===== src/rtl/uart_tx_fifo.sv =====
// rtl/uart_tx_fifo.sv - UART transmitter with configurable frame format and an input FIFO.
// Frames are start, DATA_BITS LSB first, optional parity, then STOP_BITS stop bits; queued words go out back-to-back.
module uart_tx_fifo #(
  parameter int CLOCK_FREQ = 50000000,
  parameter int BAUD_RATE  = 9600,
  parameter int DATA_BITS  = 8,
  parameter int PARITY     = 0,
  parameter int STOP_BITS  = 1,
  parameter int FIFO_DEPTH = 4
) (
  input  logic                          clock,
  input  logic                          reset,
  input  logic [DATA_BITS-1:0]          tx_data,
  input  logic                          tx_valid,
  output logic                          tx_ready,
  output logic [$clog2(FIFO_DEPTH):0]   fifo_count,
  output logic                          tx_busy,
  output logic                          tx
);

  localparam int BIT_CYCLES = CLOCK_FREQ / BAUD_RATE;
  localparam int CW = $clog2(BIT_CYCLES);
  localparam int AW = $clog2(FIFO_DEPTH);
  localparam int IW = $clog2(DATA_BITS);

  localparam logic [CW-1:0] LAST_CYC  = CW'(BIT_CYCLES - 1);
  localparam logic [CW-1:0] CYC_ONE   = CW'(1);
  localparam logic [IW-1:0] LAST_DATA = IW'(DATA_BITS - 1);
  localparam logic [IW-1:0] LAST_STOP = IW'(STOP_BITS - 1);
  localparam logic [IW-1:0] IDX_ONE   = IW'(1);
  localparam logic [AW-1:0] PTR_ONE   = AW'(1);
  localparam logic [AW:0]   CNT_ONE   = (AW+1)'(1);
  localparam logic [AW:0]   CNT_FULL  = (AW+1)'(FIFO_DEPTH);

  typedef enum logic [2:0] {
    S_IDLE,
    S_START,
    S_DATA,
    S_PARITY,
    S_STOP
  } state_t;

  state_t               state_q, state_d;
  logic [CW-1:0]        cyc_q, cyc_d;
  logic [IW-1:0]        idx_q, idx_d;
  logic [DATA_BITS-1:0] shift_q, shift_d;
  logic                 par_q, par_d;
  logic                 tx_q, tx_d;
  logic [AW-1:0]        wr_ptr_q, wr_ptr_d;
  logic [AW-1:0]        rd_ptr_q, rd_ptr_d;
  logic [AW:0]          count_q, count_d;
  logic [DATA_BITS-1:0] mem_q [FIFO_DEPTH];

  logic                 push;
  logic                 pop;
  logic                 bit_end;
  logic [DATA_BITS-1:0] head;

  assign head       = mem_q[rd_ptr_q];
  assign bit_end    = (cyc_q == LAST_CYC);
  assign tx_ready   = (count_q != CNT_FULL);
  assign push       = tx_valid && tx_ready;
  assign fifo_count = count_q;
  assign tx_busy    = (state_q != S_IDLE);
  assign tx         = tx_q;

  always_comb begin
    state_d = state_q;
    cyc_d   = bit_end ? '0 : cyc_q + CYC_ONE;
    idx_d   = idx_q;
    shift_d = shift_q;
    par_d   = par_q;
    tx_d    = tx_q;
    pop     = 1'b0;
    case (state_q)
      S_IDLE: begin
        cyc_d = '0;
        if (count_q != '0) pop = 1'b1;
      end
      S_START: begin
        if (bit_end) begin
          state_d = S_DATA;
          tx_d    = shift_q[0];
          shift_d = shift_q >> 1;
          idx_d   = '0;
        end
      end
      S_DATA: begin
        if (bit_end) begin
          if (idx_q == LAST_DATA) begin
            if (PARITY != 0) begin
              state_d = S_PARITY;
              tx_d    = par_q;
            end else begin
              state_d = S_STOP;
              tx_d    = 1'b1;
              idx_d   = '0;
            end
          end else begin
            idx_d   = idx_q + IDX_ONE;
            tx_d    = shift_q[0];
            shift_d = shift_q >> 1;
          end
        end
      end
      S_PARITY: begin
        if (bit_end) begin
          state_d = S_STOP;
          tx_d    = 1'b1;
          idx_d   = '0;
        end
      end
      S_STOP: begin
        if (bit_end) begin
          // Last stop bit: chain straight into the next start bit if anything is queued.
          if (idx_q == LAST_STOP) begin
            if (count_q != '0) begin
              pop = 1'b1;
            end else begin
              state_d = S_IDLE;
              tx_d    = 1'b1;
            end
          end else begin
            idx_d = idx_q + IDX_ONE;
          end
        end
      end
      default: state_d = S_IDLE;
    endcase
    if (pop) begin
      state_d = S_START;
      tx_d    = 1'b0;
      shift_d = head;
      par_d   = (PARITY == 2) ? ~^head : ^head;
      cyc_d   = '0;
    end
  end

  always_comb begin
    wr_ptr_d = push ? wr_ptr_q + PTR_ONE : wr_ptr_q;
    rd_ptr_d = pop ? rd_ptr_q + PTR_ONE : rd_ptr_q;
    count_d  = count_q;
    if (push && !pop) count_d = count_q + CNT_ONE;
    else if (!push && pop) count_d = count_q - CNT_ONE;
  end

  always_ff @(posedge clock or posedge reset) begin
    if (reset) begin
      state_q  <= S_IDLE;
      cyc_q    <= '0;
      idx_q    <= '0;
      shift_q  <= '0;
      par_q    <= 1'b0;
      tx_q     <= 1'b1;
      wr_ptr_q <= '0;
      rd_ptr_q <= '0;
      count_q  <= '0;
    end else begin
      state_q  <= state_d;
      cyc_q    <= cyc_d;
      idx_q    <= idx_d;
      shift_q  <= shift_d;
      par_q    <= par_d;
      tx_q     <= tx_d;
      wr_ptr_q <= wr_ptr_d;
      rd_ptr_q <= rd_ptr_d;
      count_q  <= count_d;
    end
  end

  // Storage is not reset; the cleared pointers make stale contents unreachable.
  always_ff @(posedge clock) begin
    if (push) mem_q[wr_ptr_q] <= tx_data;
  end

endmodule


===== config.mk =====
export PLATFORM = sky130hd
export DESIGN_NAME = uart_tx_fifo
export DESIGN_NICKNAME = d
export VERILOG_FILES = /design/src/rtl/uart_tx_fifo.sv
export SDC_FILE = /design/constraint.sdc
export NUM_CORES = 1
export LEC_CHECK = 0
export BUFFER_PORTS_ARGS = -buffer_cell sky130_fd_sc_hd__clkbuf_2
export CAP_MARGIN = 30
export CORE_MARGIN = 8
export CORE_UTILIZATION = 65
export CTS_CLUSTER_DIAMETER = 40
export DETAILED_ROUTE_END_ITERATION = 8
export PLACE_DENSITY_LB_ADDON = 0.3
export SYNTH_ARGS = -nofsm -noshare
export SYNTH_HDL_FRONTEND = slang
export SYNTH_SLANG_ARGS = --single-unit

===== constraint.sdc =====
create_clock -name clock -period 7.9 [get_ports clock]
set_clock_uncertainty 0.05 [all_clocks]
set_input_delay 0.395 -clock clock [delete_from_list [all_inputs] [get_ports clock]]
set_output_delay 0.395 -clock clock [all_outputs]
set_load 0.02 [all_outputs]

==> results of run 1 <==
==> what timing repair did <==
| item | in CTS | in global routing |
|---|---|---|
| resized for setup | 0 | 0 |
| hold buffers | 1 | 0 |
| endpoints found under the hold margin | 3 | 0 |
| buffers inserted | 0 | 0 |
==> sequential cells by signal, summed over array words and instances (netlist names) <==
| signal | flops |
|---|---|
| tx | 1 |
| cyc_q | 13 |
| idx_q | 3 |
| wr_ptr_q | 2 |
| state_q | 3 |
| rd_ptr_q | 2 |
| fifo_count | 3 |
| mem_q | 32 |
| shift_q | 8 |
==> final timing paths <==
check | from | endpoint | slack (ns) | cells past startpoint
setup / recovery | cyc_q[8] | fifo_count[1] | 4.93 | 8
hold / removal | tx_data[1] | mem_q[1][1] | 0.23 | 1
setup reg to reg | cyc_q[8] | fifo_count[1] | 4.93 | 8
hold reg to reg | cyc_q[0] | cyc_q[0] | 0.41 | 1
max in group asynchronous | reset | tx | 6.73 | 4
min in group asynchronous | reset | idx_q[2] | 0.41 | 3
==> cell usage in the layout (no fill, tap or decap), types with 8 or more instances in the layout <==
cell type / n
clkbuf_2: 16
o21ai_0: 14
nand3_1: 10
mux4_2: 8
clkbuf_8: 9
ha_1: 9
inv_1: 11
nand2_1: 9
dfrtp_1: 34
nor3_1: 10
nor2_1: 17
xor2_1: 8
edfxtp_1: 32
==> critical path, cell delays in order (launching register included) <==
cell and delay, ns:
dfrtp_1 0.41, or4b_4 0.56, o41a_1 0.59, nor2_4 0.17, inv_2 0.13, ha_1 0.23
inv_1 0.07, fa_1 0.40, mux2_2 0.26
==> where the power goes <==
group / switching (mW) / internal (mW) / total, mW
combinational: 0.0737 / 0.0495 / 0.123
sequential: 0.0237 / 0.417 / 0.441
clock: 0.118 / 0.113 / 0.231
==> metal layers <==
metal / track usage [%] / vias to the layer above
li1: - / 936
met1: 19.9 / 946
met2: 25.3 / 51
met3: 4.05 / 19
met4: 10.2 / 0
met5: 0 / -
==> metrics by stage <==
stage,total power [mW],hold slack (ns),util [%],setup slack (ns)
floorplan,0.527,0.374,-,5.07
global placement,0.561,0.212,69.2,4.99
detailed placement,0.573,0.215,69.2,4.94
CTS,0.802,0.218,72.7,4.92
global route,0.829,0.215,72.7,4.78
finish,0.795,0.225,72.7,4.93
==> layout make-up <==
cell class | count | area, sq um | share of cell area, %
clock buffer | 13 | 139 | 4.10
sequential | 67 | 1840 | 54.2
tap | 54 | 67.6 | 1.99
multi-input combinational | 153 | 1180 | 34.8
clock inverter | 3 | 15.0 | 0.443
timing repair buffer | 19 | 105 | 3.10
inverter | 12 | 45.0 | 1.33
==> cell families (layout without fill, tap and decap cells) <==
logic type,count (synthesis),in the layout,share of synthesized area (%)
XOR/XNOR,15,15,4.21
AND/OR/NAND/NOR,75,75,13.4
buffers and inverters,22,47,3.21
flip-flops,67,67,58.9
adder cells (fa/ha/maj),10,10,4.25
AO/OA/AOI/OAI,40,40,8.51
multiplexers,13,13,7.50
==> results.py, run 1 <==
metrics = {
    "run_status": {
        "status": "completed",
    },
    "clock_tree": {
        "cts_sinks": 67,
        "clk_pin_slew_worst_paths_ns": 0.07,
        "clockRootBuffer": "clkbuf_8",
        "clkLatencyLatePin_ns": 0.34,
        "clk_path_buf_depth": 2,
        "cts-htree-levels": 3,
        "cts_tree": "built",
        "numCtsBuffers": 9,
    },
    "floorplanning": {
        "die_w_microns": 85.3,
        "initial_core_util_pct": 66.9,
        "row_count": 25,
        "die_area_sq_um": 7270,
        "core_region_area_sq_um": 4660,
        "die_h_microns": 85.3,
        "pin_count": 17,
    },
    "timing": {
        "tns_ns": 0,
        "finalCritPeriodShare_pct": 37.6,
        "max_freq_mhz": 336,
        "finalHoldViolations": 0,
        "fin_crit_ns": 2.97,
        "worst_slew_pin_slew_ns": 0.604,
        "maxSlewViolCount": 0,
        "rsz0062_at_grt": "no",
        "relSlewSlack_pct": 59.7,
        "setup_viol": 0,
    },
    "power_and_ir_drop": {
        "ir_worst_vdd_mv": 0.214,
        "p_leak_nw": 1.36,
        "power_density_nw_per_um2": 234,
    },
    "layout": {
        "layout-drive-gt1-share_pct": 19.9,
        "nets": 283,
        "final_design_area_no_fill_sq_um": 3390,
        "areaGrowthSynthToFinish_pct": 8.71,
        "n_antenna_cell": 0,
        "fin_cells": 321,
        "fill_cells": 285,
    },
    "synthesis": {
        "synth.net_count": 263,
        "syn_area_sq_um": 3120,
        "syn_avg_cell_area_sq_um": 12.9,
        "yosys_warnings": 0,
        "synth_flop_cell": "dfrtp_1",
        "synth_edf_count": 32,
        "yosysSeqAreaShare_pct": 58.9,
        "async_flop_share_pct": 52.2,
        "synth_largest_area_cell": "edfxtp_1",
        "synth_most_common_cell": "dfrtp_1",
        "ys_seq_elements": 67,
        "ys_top_cells_by_count": "dfrtp_1, edfxtp_1, nor2_1",
        "synthCells": 242,
        "ys_types": 52,
        "synth.top_cell.area_share_pct": 30.8,
        "synth.area.top_cells": "edfxtp_1, dfrtp_1, mux4_2",
    },
    "place": {
        "io_buffers": 16,
        "dp_hpwl_mm": 3.77,
        "place_congestion": 0.821,
        "placed_area_sq_um": 3230,
        "dpl.cell_count": 304,
    },
    "drt": {
        "drt_iter0_markers": 144,
        "first_pass_iters": 4,
        "wl_per_cell_microns": 17.0,
        "vias": 1952,
        "wl_met2_mm": 2.63,
        "top_layer_used": "met4",
        "antenna_left": 0,
        "drt-met1-wl_mm": 2.48,
        "viasPerCell": 6.08,
        "wl_mm": 5.47,
        "drc": 0,
        "route.met3.wl_microns": 200,
    },
    "setup_path": {
        "start_kind": "register",
        "path_class": "register to register",
        "end_kind": "register",
        "cp_max_fo": 11,
        "worstPathArrival_ns": 3.15,
        "critPathRequiredTime_ns": 8.08,
    },
    "grt": {
        "grt_pass1_wl_mm": 9.12,
        "grt_max_degree": 33,
        "grt.overflow.total": 0,
        "grt_pass1_vias": 1913,
        "grt_antenna_before_repair": 0,
        "grt_use_total_pct": 16.3,
    },
    "hold_path": {
        "hold_class": "primary input to register",
    },
    "flow_run": {
        "maxCapViolCount": 0,
    },
}
Power figures use the tool's default switching activity.
==> run 2: changes to the inputs <==
ABC_AREA = 1   (was unset)
CORE_UTILIZATION = 55   (was 65)
clock period = 2.4 ns   (was 7.9 ns; I/O delays follow)
==> run 2 against run 1 <==
Against the previous run:
- final area grew 14%
- core utilization shrank 7.7 points
- non-clock buffer count grew 13
- synthesized area grew 8.3%
- critical endpoint unchanged
- largest power group unchanged
- highest routed layer unchanged
==> results.py, run 2 <==
metrics = {
    "timing": {
        "relSlewSlack_pct": 55.4,
        "tns_ns": 0,
        "fin_crit_ns": 2.18,
        "worst_slew_pin_slew_ns": 0.668,
        "finalCritPeriodShare_pct": 90.8,
        "fin_ws_ns": 0.220,
        "rsz0062_at_grt": "no",
        "maxSlewViolCount": 0,
        "max_freq_mhz": 459,
        "setup_viol": 0,
        "finalHoldViolations": 0,
    },
    "grt": {
        "grt_pass1_wl_mm": 10.9,
        "grt_max_degree": 24,
        "grt_pass1_vias": 2360,
        "grt.overflow.total": 0,
        "grt_use_total_pct": 15.8,
        "grt_antenna_before_repair": 0,
    },
    "setup_path": {
        "start_kind": "register",
        "worstPathArrival_ns": 2.37,
        "r2r_start": "cyc_q[0]",
        "crit_path_cell_trace": "ha_2 -> nand2_2 -> inv_1 -> nand2_1 -> nor2_1 -> nand3_1 -> nand2_2 -> nand2_4 -> ha_1 -> inv_1 -> fa_2 -> nor2_1 -> a21oi_1",
        "r2r_slack_ns": 0.22,
        "path_delay_family": "adder cells",
        "end_kind": "register",
        "crit_end": "fifo_count[1]",
        "path_class": "register to register",
        "slowest_stage": "fa_2",
        "rr_endpoint": "fifo_count[1]",
        "max_stage_delay_ns": 0.45,
        "cp_max_fo": 6,
        "cp.depth": 13,
        "crit_path_start": "cyc_q[0]",
        "reg2regPathDepth": 13,
        "critPathRequiredTime_ns": 2.59,
        "worst-path-buf-inv": 2,
    },
    "clock_tree": {
        "cts_setup_buffers": 0,
        "clkLatencyLatePin_ns": 0.35,
        "clk_pin_slew_worst_paths_ns": 0.08,
        "clockRootBuffer": "clkbuf_8",
        "cts-htree-levels": 3,
        "numCtsBuffers": 9,
        "clk_path_buf_depth": 2,
        "cts_tree": "built",
        "cts_sinks": 67,
    },
    "synthesis": {
        "synth_flop_cell": "dfrtp_1",
        "synth.net_count": 377,
        "synth_largest_area_cell": "edfxtp_1",
        "async_flop_share_pct": 52.2,
        "syn_area_sq_um": 3380,
        "yosysSeqAreaShare_pct": 54.4,
        "synth.top_cell.area_share_pct": 28.4,
        "synthCells": 356,
        "syn_avg_cell_area_sq_um": 9.49,
        "yosys_warnings": 0,
        "ys_seq_elements": 67,
        "synth.area.top_cells": "edfxtp_1, dfrtp_1, nand2_1",
        "synth_edf_count": 32,
        "synth_most_common_cell": "nand2_1",
        "ys_top_cells_by_count": "nand2_1, inv_1, nor2_1",
        "ys_types": 35,
    },
    "drt": {
        "wl_met2_mm": 3.20,
        "first_pass_iters": 4,
        "top_layer_used": "met4",
        "drc": 0,
        "wl_per_cell_microns": 13.2,
        "vias": 2380,
        "route.met3.wl_microns": 190,
        "antenna_left": 0,
        "drt_iter0_markers": 70,
        "wl_mm": 6.25,
        "drt-met1-wl_mm": 2.76,
        "viasPerCell": 5.03,
    },
    "layout": {
        "areaGrowthSynthToFinish_pct": 14.0,
        "mostFrequentLayoutCells": "nand2_1, inv_1, nor2_1",
        "nets": 414,
        "final_common_cell": "nand2_1",
        "layout-drive-gt1-share_pct": 21.9,
        "largest_reg_flops": 32,
        "post-route-util_pct": 65.1,
        "n_antenna_cell": 0,
        "top_regs": "mem_q x32, cyc_q x13, shift_q x8",
        "top_register": "mem_q",
    },
    "floorplanning": {
        "initial_core_util_pct": 57.1,
        "die_area_sq_um": 8910,
        "row_count": 28,
        "die_h_microns": 94.4,
        "core_region_area_sq_um": 5920,
        "pin_count": 17,
        "die_w_microns": 94.4,
    },
    "run_status": {
        "status": "completed",
    },
    "flow_run": {
        "maxCapViolCount": 0,
    },
    "power_and_ir_drop": {
        "pwr-share-seq_pct": 50.9,
        "ir_worst_vdd_mv": 0.598,
        "p_int_mw": 2.02,
        "power_density_nw_per_um2": 742,
        "p_leak_nw": 1.75,
        "p_clk_share_pct": 33.4,
        "p_switching_mw": 0.838,
        "p_sw_share_pct": 29.3,
        "pwr-share-comb_pct": 15.7,
    },
    "place": {
        "dp_hpwl_mm": 4.36,
        "io_buffers": 16,
        "place_congestion": 0.809,
        "dp_slack_ns": 0.129,
    },
    "hold_path": {
        "hold_class": "primary input to register",
    },
}
[run 2: cell count changes in the layout (fill, tap and decap cells not counted), moves of 9 or more]
cell	before	now
inv_2	1	10
inv_1	11	44
nand2_1	9	65
nor2_1	17	35
a21oi_1	5	19
o21ai_1	0	13
[run 2: per-stage QoR]
stage	hold WS [ns]	cell area (sq um)	power, mW	cells
floorplan	0.169	3380	1.75	356
global placement	0.0856	3560	1.89	448
detailed placement	0.0892	3560	1.92	448
CTS	0.0852	3850	2.88	473
global route	0.128	3850	3.01	473
finish	0.0906	3850	2.86	473
[run 2: repair_timing]
action | in CTS | in global routing
hold endpoints to repair | 41 | 0
gates resized for setup | 0 | 3
hold buffers | 9 | 0
endpoints found under the setup margin | 0 | 1
[run 2: per-layer routing]
metal | vias up | track usage, %
li1 | 1230 | -
met1 | 1111 | 18.5
met2 | 32 | 26.7
met3 | 7 | 3.65
met4 | 0 | 7.53
met5 | - | 0
[run 2: how the worst min path moves through the flow]
stage                             end       start  slack [ns]  cells after the start
final                     wr_ptr_q[0]    tx_valid        0.09                      3
after global routing      wr_ptr_q[0]    tx_valid        0.13                      3
after CTS                 wr_ptr_q[0]    tx_valid        0.09                      3
after detailed placement    cyc_q[10]       reset        0.09                      2
after global placement       cyc_q[9]       reset        0.09                      2
after floorplan           mem_q[0][0]  tx_data[0]        0.17                      0
[run 2: kinds of logic (layout without fill, tap and decap cells)]
| family | Yosys count | after routing | synth area share [%] |
|---|---|---|---|
| and+or+nand+nor | 146 | 146 | 21.5 |
| DFF | 67 | 67 | 54.4 |
| buffers and inverters | 61 | 103 | 7.59 |
| AOI/OAI and AO/OA | 63 | 63 | 10.2 |
| adders and majority gates | 10 | 10 | 3.93 |
| xor gates and xnor gates | 9 | 9 | 2.33 |
[run 2: cell type report]
type / count / area [sq um]
inverters: 55 / 209
clock buffers: 9 / 124
clock inverters: 7 / 76.3
multi-input cells: 228 / 1290
well taps: 75 / 93.8
fillers: 490 / 2070
repair buffers: 32 / 223
flip-flops and latches: 67 / 1840
[run 2: power groups by stage]
| stage | sequential, mW | clock, mW | combinational (mW) |
|---|---|---|---|
| finish | 1.45 | 0.955 | 0.449 |
| floorplan | 1.49 | 0 | 0.254 |
| global route | 1.47 | 1.02 | 0.521 |
| detailed placement | 1.48 | 0 | 0.440 |
| global placement | 1.47 | 0 | 0.416 |
| CTS | 1.45 | 0.974 | 0.454 |
[run 2: worst min-delay path: stages]
cell and delay, ns:
clkbuf_2 0.08, nand2_1 0.16, xor2_1 0.09
